### src/rtl/tt_alu_seq.sv
// ============================================================================
// tt_alu_seq : sequential ALU, shared operand bus, start/busy/done handshake.
// Optional iterative shift-add multiplier enabled by macro ALU_MUL_EN.
// Revision: 1.0
// ============================================================================
`default_nettype none

module tt_alu_seq #(
  parameter int WIDTH = 8,
  parameter int SHW   = $clog2(WIDTH)
) (
  input  logic             clk,
  input  logic             rst,
  input  logic [WIDTH-1:0] operand_in,
  input  logic             load_a,
  input  logic             load_b,
  input  logic [2:0]       op_sel,
  input  logic             start,
  output logic             busy,
  output logic             done,
  output logic [WIDTH-1:0] result,
  output logic [WIDTH-1:0] result_hi,
  output logic [3:0]       flags
);

  localparam logic [1:0] S_IDLE = 2'd0;
  localparam logic [1:0] S_EXEC = 2'd1;
  localparam logic [1:0] S_DONE = 2'd2;

  localparam logic [2:0] OP_ADD = 3'b000;
  localparam logic [2:0] OP_SUB = 3'b001;
  localparam logic [2:0] OP_AND = 3'b010;
  localparam logic [2:0] OP_OR  = 3'b011;
  localparam logic [2:0] OP_XOR = 3'b100;
  localparam logic [2:0] OP_SHL = 3'b101;
  localparam logic [2:0] OP_SHR = 3'b110;
  localparam logic [2:0] OP_MUL = 3'b111;

  logic [1:0]       r_state, w_state_nxt;
  logic [WIDTH-1:0] r_a, r_b;
  logic [WIDTH-1:0] r_wa, r_wb;
  logic [2:0]       r_op;
  logic             r_c;
  logic [SHW-1:0]   r_cnt, w_cnt_init;
  logic             w_accept, w_last;

  logic [WIDTH-1:0] w_wa_nxt, w_wb_nxt, w_res, w_res_hi;
  logic             w_c_nxt, w_v, w_c, w_z;
  logic [WIDTH:0]   w_sum, w_dif;

`ifdef ALU_MUL_EN
  logic [WIDTH-1:0] r_hi, w_hi_nxt;
  logic [WIDTH:0]   w_macc;
`endif

  assign w_accept = start && (r_state != S_EXEC);
  assign w_last   = (r_state == S_EXEC) && (r_cnt == '0);

  // Counter holds N-1 so the FSM leaves EXEC after exactly N cycles.
  always_comb begin
    w_cnt_init = '0;
    case (op_sel)
      OP_SHL, OP_SHR: w_cnt_init = (r_b[SHW-1:0] == '0) ? '0 : r_b[SHW-1:0] - 1'b1;
`ifdef ALU_MUL_EN
      OP_MUL:         w_cnt_init = SHW'(WIDTH - 1);
`endif
      default:        w_cnt_init = '0;
    endcase
  end

  always_ff @(posedge clk) begin
    if (rst) r_state <= S_IDLE;
    else     r_state <= w_state_nxt;
  end

  always_comb begin
    w_state_nxt = r_state;
    case (r_state)
      S_IDLE:  w_state_nxt = start ? S_EXEC : S_IDLE;
      S_EXEC:  w_state_nxt = (r_cnt == '0) ? S_DONE : S_EXEC;
      S_DONE:  w_state_nxt = start ? S_EXEC : S_IDLE;
      default: w_state_nxt = S_IDLE;
    endcase
  end

  always_comb begin
    busy = (r_state == S_EXEC);
    done = (r_state == S_DONE);
  end

  // One EXEC step: next working state plus the value to publish if it is the last.
  always_comb begin
    w_wa_nxt = r_wa;
    w_wb_nxt = r_wb;
    w_c_nxt  = r_c;
    w_res    = '0;
    w_res_hi = '0;
    w_v      = 1'b0;
    w_c      = 1'b0;
    w_sum    = {1'b0, r_wa} + {1'b0, r_wb};
    w_dif    = {1'b0, r_wa} - {1'b0, r_wb};
`ifdef ALU_MUL_EN
    w_hi_nxt = r_hi;
    w_macc   = {1'b0, r_hi} + (r_wb[0] ? {1'b0, r_wa} : {(WIDTH+1){1'b0}});
`endif
    case (r_op)
      OP_ADD: begin
        w_res = w_sum[WIDTH-1:0];
        w_c   = w_sum[WIDTH];
        w_v   = (r_wa[WIDTH-1] == r_wb[WIDTH-1]) && (w_sum[WIDTH-1] != r_wa[WIDTH-1]);
      end
      OP_SUB: begin
        w_res = w_dif[WIDTH-1:0];
        w_c   = w_dif[WIDTH];
        w_v   = (r_wa[WIDTH-1] != r_wb[WIDTH-1]) && (w_dif[WIDTH-1] != r_wa[WIDTH-1]);
      end
      OP_AND: w_res = r_wa & r_wb;
      OP_OR:  w_res = r_wa | r_wb;
      OP_XOR: w_res = r_wa ^ r_wb;
      OP_SHL: begin
        if (r_wb[SHW-1:0] != '0) begin
          w_wa_nxt = {r_wa[WIDTH-2:0], 1'b0};
          w_c_nxt  = r_wa[WIDTH-1];
        end
        w_res = w_wa_nxt;
        w_c   = w_c_nxt;
      end
      OP_SHR: begin
        if (r_wb[SHW-1:0] != '0) begin
          w_wa_nxt = {1'b0, r_wa[WIDTH-1:1]};
          w_c_nxt  = r_wa[0];
        end
        w_res = w_wa_nxt;
        w_c   = w_c_nxt;
      end
      default: begin
`ifdef ALU_MUL_EN
        // {hi, wb} is the product/multiplier pair, shifted right each step.
        w_hi_nxt = w_macc[WIDTH:1];
        w_wb_nxt = {w_macc[0], r_wb[WIDTH-1:1]};
        w_res    = w_wb_nxt;
        w_res_hi = w_hi_nxt;
        w_c      = |w_hi_nxt;
`else
        w_v      = 1'b1;
`endif
      end
    endcase
    w_z = (w_res == '0) && (w_res_hi == '0);
  end

  always_ff @(posedge clk) begin
    if (rst) begin
      r_a       <= '0;
      r_b       <= '0;
      r_wa      <= '0;
      r_wb      <= '0;
      r_op      <= '0;
      r_c       <= 1'b0;
      r_cnt     <= '0;
      result    <= '0;
      result_hi <= '0;
      flags     <= '0;
`ifdef ALU_MUL_EN
      r_hi      <= '0;
`endif
    end else begin
      if (r_state != S_EXEC) begin
        if (load_a) r_a <= operand_in;
        if (load_b) r_b <= operand_in;
      end
      if (w_last) begin
        result    <= w_res;
        result_hi <= w_res_hi;
        flags     <= {w_v, w_res[WIDTH-1], w_c, w_z};
      end
      if (w_accept) begin
        r_op  <= op_sel;
        r_wa  <= r_a;
        r_wb  <= r_b;
        r_c   <= 1'b0;
        r_cnt <= w_cnt_init;
`ifdef ALU_MUL_EN
        r_hi  <= '0;
`endif
      end else if (r_state == S_EXEC) begin
        r_wa  <= w_wa_nxt;
        r_wb  <= w_wb_nxt;
        r_c   <= w_c_nxt;
        r_cnt <= r_cnt - 1'b1;
`ifdef ALU_MUL_EN
        r_hi  <= w_hi_nxt;
`endif
      end
    end
  end

endmodule

`default_nettype wire

### config.mk
export PLATFORM = sky130hd
export DESIGN_NAME = tt_alu_seq
export DESIGN_NICKNAME = d
export VERILOG_FILES = /design/src/rtl/tt_alu_seq.sv
export SDC_FILE = /design/constraint.sdc
export NUM_CORES = 1
export LEC_CHECK = 0
export ABC_AREA = 0
export CORE_ASPECT_RATIO = 1.2
export CORE_UTILIZATION = 62
export DETAILED_ROUTE_END_ITERATION = 8
export PLACE_DENSITY = 0.95
export SYNTH_ARGS = -nofsm -noshare
export SYNTH_HDL_FRONTEND = slang
export SYNTH_SLANG_ARGS = --single-unit
export TNS_END_PERCENT = 50
### constraint.sdc
create_clock -name clk -period 7.4 [get_ports clk]
set_input_delay 1.11 -clock clk [delete_from_list [all_inputs] [get_ports clk]]
set_output_delay 1.11 -clock clk [all_outputs]
set_load 0.02 [all_outputs]
==> impl_metrics.toml, run 1 <==
[worst_setup_path]
crit_fanout = 26
crit_chain = "nand2b_1 -> inv_1 -> clkdlybuf4s50_1"
worst_path_largest_cell_delay_ns = 0.68
crit_family = "buffers and inverters"
arrival_ns = 2.27
end_kind = "output pin"
r2r-start = "r_wa[1]$_SDFFE_PP0P_"
r2r_end = "flags[0]$_SDFFE_PP0P_"
crit_buf_inv = 2
r2r_cells = 9
crit_slowest_cell = "nand2b_1"
crit_type = "reg -> out"
rrSetupSlack_ns = 4.29
critPathLaunchType = "flip-flop"
cp.required_ns = 6.29

[hold_path]
hp-start = "r_b[3]$_SDFFE_PP0P_"
hold_depth = 2
min_to = "r_wb[3]$_SDFFE_PP0P_"
hold_class = "reg -> reg"

[cells_and_area]
nNetsFinal = 559
syn2layout_area_growth_pct = 8.53
antennaDiodeCount = 0
final_area_um2 = 4030
drive_gt1_share_pct = 2.72

[synthesis]
ys_warn_count = 0
synthFlopType = "dfxtp_1"
synth.avg_cell_area_um2 = 7.24
synth-async-reset-ratio_pct = 0
synth_edf_count = 0
synth_top_family_by_area = "simple AND/OR/NAND/NOR gates"
synthSimpleGateAreaFrac_pct = 25.5
synth_xor_area_share_pct = 1.65
synth_cells = 513
synth_area_um2 = 3710
synth.distinct_cells = 59
synth_compound_area_share_pct = 24.9
ys_seq_area_share_pct = 28.0
synth-seq-cells = 52
synthAdderAreaFrac_pct = 10.2
synth.mux.area_fraction_pct = 1.08

[timing]
relSlewSlack_pct = 37.1
hold_violations = 0
totalNegativeSetupSlack_ns = 0
skew_ns = 0.00697
setup_viol = 0
fin_hold_ws_ns = 0.456
tightest_slew_ns = 0.937
period_share_pct = 45.6
slew_viol_final = 0
min_period_ns = 3.38
fmax_mhz = 296
rsz0062_at_grt = "false"

[global_routing]
grt_first_pass_wirelength_um = 15800
antenna_found_initial = 0
grt_remaining_overflow = 0
grt_max_degree = 54
grt_util_all_layers_pct = 31.8
first_global_vias = 3367

[detailed_routing]
vias = 3630
firstDrtPassIters = 5
via_per_inst = 6.11
drt_wl_total_um = 9500
detail_route.wl_per_cell_um = 16.0
drc = 0
drtIter0Drc = 412
antenna_left = 0

[cts]
clock_latency_ns = 0.30
clock_sinks = 52
h-tree-depth = 2
numCtsBuffers = 5
hold_buffers = 0
cts.reportedPaths.clkPinSlew_ns = 0.09
cts_setup_buffers = 0
cts_tree = "yes"
cts_buffer_depth = 2
clockRootBuffer = "clkbuf_8"
cts_resized = 0

[power_and_ir_drop]
p_leak_nw = 1.45
ir_drop_v = 0.000162
p_per_area_nw_per_um2 = 162

[floorplanning]
die_h_um = 86.8
dieArea_um2 = 6300
rows = 30
die-width_um = 72.6
start_util_pct = 65.1
core_um2 = 5710
pin_count = 38

[placement]
placed_cell_area_um2 = 3940
io_buffers = 29
place_congestion = 0.933
post-dp-hpwl_um = 7190

[run_status]
status = "finished, final reports clean"

[run]
cap_violations = 0
-- worst min-delay path, cell delays in order, from the launching register on --
cell and delay, ns:
dfxtp_1 0.32, nand2_1 0.05, a21oi_1 0.05
-- state kept, by name, indices dropped and copies added, names as in the netlist --
name / cells
flags: 4
r_a: 8
r_b: 8
r_c: 1
r_cnt: 3
r_op: 3
r_state: 2
r_wa: 8
r_wb: 8
result: 7
-- synthesized netlist by cell type (5+ instances only) --
| master | number | area, um2 |
|---|---|---|
| a21oi_1 | 56 | 280 |
| dfxtp_1 | 52 | 1040 |
| clkbuf_1 | 30 | 113 |
| nor3_1 | 15 | 75.1 |
| nand2b_1 | 7 | 43.8 |
| o211ai_1 | 17 | 128 |
| nor2_1 | 47 | 176 |
| ha_1 | 27 | 338 |
| nor2b_1 | 11 | 68.8 |
| a211oi_1 | 13 | 97.6 |
| xnor2_1 | 5 | 43.8 |
| buf_4 | 9 | 67.6 |
| inv_1 | 27 | 101 |
| a22oi_1 | 6 | 45.0 |
| nand2_1 | 79 | 297 |
| o21ai_0 | 13 | 65.1 |
| nand3_1 | 22 | 110 |
-- cells by family after synthesis --
| group | Yosys count |
|---|---|
| other | 1 |
| and+or+nand+nor | 206 |
| muxes | 4 |
| xor gates and xnor gates | 7 |
| buffers and inverters | 73 |
| AOI/OAI and AO/OA | 141 |
| DFF | 52 |
| adders and majority gates | 29 |
-- cell usage in the layout (no fill, tap or decap), types with 2 or more instances in the layout --
master / synthesis / layout
nand3_1: 22 / 22
clkdlybuf4s50_1: 0 / 29
or2_2: 2 / 2
inv_1: 27 / 27
a221oi_1: 3 / 3
o22ai_1: 3 / 3
o31ai_1: 2 / 2
a211oi_1: 13 / 13
clkbuf_8: 0 / 6
and3_1: 3 / 3
ha_1: 27 / 27
o21bai_1: 2 / 2
nor4_1: 2 / 2
o21ai_0: 13 / 13
nor3_1: 15 / 15
or3_1: 4 / 4
and2_1: 2 / 2
a21o_1: 3 / 3
dfxtp_1: 52 / 52
a21oi_1: 56 / 56
xnor2_1: 5 / 5
nand2b_1: 7 / 7
conb_1: 1 / 8
nor2b_1: 11 / 11
nand4_1: 3 / 3
a31oi_1: 3 / 3
nor3b_1: 2 / 2
mux2i_1: 4 / 4
o211ai_1: 17 / 17
nor2_1: 47 / 47
a2111oi_0: 3 / 3
buf_4: 9 / 3
nand3b_1: 2 / 2
xor2_1: 2 / 2
fa_1: 2 / 2
a311oi_1: 4 / 4
a22oi_1: 6 / 6
nand2_1: 79 / 79
-- power breakdown --
group          leakage [nW]  switching [mW]  total [mW]  internal, mW
Combinational         0.978           0.110       0.176        0.0665
Sequential            0.425          0.0182       0.316         0.297
Clock                0.0473          0.0871       0.162        0.0747
Total                  1.45           0.215       0.653         0.438
-- how the worst max path moves through the flow --
stage	slack, ns	cells after the start	from	endpoint
floorplan	4.81	9	r_wa[1]$_SDFFE_PP0P_	flags[0]$_SDFFE_PP0P_
detailed placement	4.31	7	start	r_cnt[2]$_SDFFE_PP0P_
global route	3.82	3	r_state[1]$_SDFF_PP0_	busy
finish	4.02	3	r_state[1]$_SDFF_PP0_	busy
global placement	4.39	5	start	r_cnt[0]$_SDFFE_PP0P_
CTS	4.03	3	r_state[1]$_SDFF_PP0_	busy
-- cell type report --
class | instances | area (um2)
Inverter | 28 | 105
Clock inverter | 1 | 8.76
Clock buffer | 6 | 82.6
Fill cell | 487 | 1680
Tap cell | 80 | 100
Multi-Input combinational cell | 395 | 2380
Timing Repair Buffer | 32 | 313
Sequential cell | 52 | 1040
-- per-layer routing --
metal / track usage (%) / vias to the layer above / wire [um]
met1: 40.2 / 1692 / 4060
met4: 12.5 / 0 / 350
li1: - / 1780 / -
met2: 54.6 / 126 / 4730
met3: 3.84 / 32 / 362
met5: 0 / - / 0
-- per-stage QoR --
stage / power, mW / instances / worst slack, ns / util (%)
finish: 0.653 / 594 / 4.02 / 70.6
detailed placement: 0.495 / 587 / 4.31 / 69.0
CTS: 0.653 / 594 / 4.03 / 70.6
global placement: 0.490 / 587 / 4.39 / 69.0
global route: 0.687 / 594 / 3.82 / 70.6
floorplan: 0.446 / 520 / 4.81 / -
No activity file was read; power rests on OpenSTA's default activity.
==> inputs of run 2 (changes only) <==
--- a/config.mk
+++ b/config.mk
@@ -7,9 +7,9 @@
 export LEC_CHECK = 0
 export ABC_AREA = 0
 export CORE_ASPECT_RATIO = 1.2
-export CORE_UTILIZATION = 62
+export CORE_UTILIZATION = 58
 export DETAILED_ROUTE_END_ITERATION = 8
-export PLACE_DENSITY = 0.95
+export PLACE_DENSITY = 0.92
 export SYNTH_ARGS = -nofsm -noshare
 export SYNTH_HDL_FRONTEND = slang
 export SYNTH_SLANG_ARGS = --single-unit
==> constraint.sdc (replaced) <==
create_clock -name clk -period 3.4 [get_ports clk]
set_input_delay 0.51 -clock clk [delete_from_list [all_inputs] [get_ports clk]]
set_output_delay 0.51 -clock clk [all_outputs]
set_load 0.02 [all_outputs]
==> impl_metrics.toml, run 2 (same netlist as run 1, synthesis figures left out) <==
[cells_and_area]
mostFrequentLayoutCells = "79 x nand2_1, 56 x a21oi_1, 52 x dfxtp_1, 47 x nor2_1, 29 x clkdlybuf4s50_1"
nNetsFinal = 566
syn2layout_area_growth_pct = 10.1
antennaDiodeCount = 0
layout_commonest_cell = "nand2_1"
drive_gt1_share_pct = 4.21

[floorplanning]
dieArea_um2 = 6730
die_h_um = 89.6
pin_count = 38
core_um2 = 6090
rows = 31
die-width_um = 75.0
start_util_pct = 61.0

[global_routing]
grt_remaining_overflow = 0
grt_first_pass_wirelength_um = 14800
antenna_found_initial = 0
first_global_vias = 3092
grt_max_degree = 53
grt_util_all_layers_pct = 28.6

[worst_setup_path]
rrSetupSlack_ns = 0.41
cp.required_ns = 3.65
critPathLaunchType = "flip-flop"
crit_buf_inv = 1
worst_path_largest_cell_delay_ns = 0.58
arrival_ns = 3.23
crit_family = "compound AO/OA/AOI/OAI gates"
crit_chain = "inv_1 -> ha_1 -> nor2_1 -> o311ai_0 -> o22ai_1 -> a211oi_1 -> o21ai_0 -> or4_1 -> o21ai_1"
crit_fanout = 9
crit_type = "reg -> reg"
end_kind = "flip-flop"
crit_slowest_cell = "o311ai_0"

[timing]
totalNegativeSetupSlack_ns = 0
period_share_pct = 87.9
relSlewSlack_pct = 35.0
fin_hold_ws_ns = 0.452
hold_violations = 0
tightest_slew_ns = 0.968
setup_viol = 0
skew_ns = 0.00920
fmax_mhz = 335
layout_setup_ws_ns = 0.413
min_period_ns = 2.99
rsz0062_at_grt = "false"
slew_viol_final = 0

[power_and_ir_drop]
p_leak_nw = 1.48
p_int_uw = 948
p_comb_share_pct = 26.6
swShare_pct = 33.9
ir_drop_v = 0.000301
p_sw_uw = 487
p_per_area_nw_per_um2 = 351
seqPwrFrac_pct = 47.9
clkPwrFrac_pct = 25.5

[cts]
clock_sinks = 52
hold_buffers = 0
cts_tree = "yes"
cts_setup_buffers = 0
cts_resized = 0
h-tree-depth = 2
cts.reportedPaths.clkPinSlew_ns = 0.10
clock_latency_ns = 0.31
cts_buffer_depth = 2
numCtsBuffers = 5
clockRootBuffer = "clkbuf_8"

[detailed_routing]
drc = 0
antenna_left = 0
drtIter0Drc = 227
vias = 3619
detail_route.wl_per_cell_um = 15.4
drt_wl_total_um = 9280
firstDrtPassIters = 5
via_per_inst = 5.99

[placement]
io_buffers = 29
post-dp-hpwl_um = 7120
dp_slack_ns = 0.456
place_congestion = 0.962

[run_status]
status = "finished, final reports clean"

[hold_path]
hold_class = "reg -> reg"

[run]
cap_violations = 0
run 2: area by class of cell:
type / count / area [um2]
Timing Repair Buffer: 39 / 365
Inverter: 28 / 105
Sequential cell: 52 / 1040
Tap cell: 82 / 103
Clock buffer: 5 / 68.8
Multi-Input combinational cell: 395 / 2380
Fill cell: 541 / 2000
Clock inverter: 3 / 25.0
run 2: final timing paths:
path                              from                    end  depth (start not counted)
hold reg to reg    r_b[7]$_SDFFE_PP0P_   r_wb[7]$_SDFFE_PP0P_                          2
setup reg to reg  r_wa[1]$_SDFFE_PP0P_  flags[0]$_SDFFE_PP0P_                          9
hold / removal     r_b[7]$_SDFFE_PP0P_   r_wb[7]$_SDFFE_PP0P_                          2
setup / recovery  r_wa[1]$_SDFFE_PP0P_  flags[0]$_SDFFE_PP0P_                          9
run 2: metrics by stage:
| step | total power, mW | cells | instance area, um2 | utilization (%) |
|---|---|---|---|---|
| after floorplan | 0.970 | 520 | 3740 | - |
| after global placement | 1.07 | 596 | 3990 | 65.6 |
| after detailed placement | 1.08 | 596 | 3990 | 65.6 |
| after CTS | 1.44 | 604 | 4090 | 67.1 |
| after global routing | 1.52 | 604 | 4090 | 67.1 |
| final | 1.44 | 604 | 4090 | 67.1 |
run 2: power by group through the flow:
stage                     logic (mW)  registers, mW  clock network (mW)
after floorplan                0.272          0.698                   0
after global routing           0.422          0.693               0.400
after global placement         0.372          0.697                   0
final                          0.382          0.687               0.366
after CTS                      0.380          0.686               0.374
after detailed placement       0.378          0.700                   0
run 2: layer usage:
metal / vias up / wire, um / GRT usage (%) / part of all wire (%)
met4: 0 / 248 / 9.43 / 2.7
met5: - / 0 / 0 / 0
met3: 18 / 306 / 2.68 / 3.3
met2: 100 / 4680 / 50.5 / 50
met1: 1700 / 4040 / 36.5 / 44
li1: 1801 / - / - / -
run 2: worst register-to-register path: cells and delay by family, from the launching register on:
kind            cells  cell delay (ns)
fa+ha+maj           1             0.34
compound gates      5             1.31
simple gates        2             0.62
flops               1             0.53
buf+inv             1             0.14
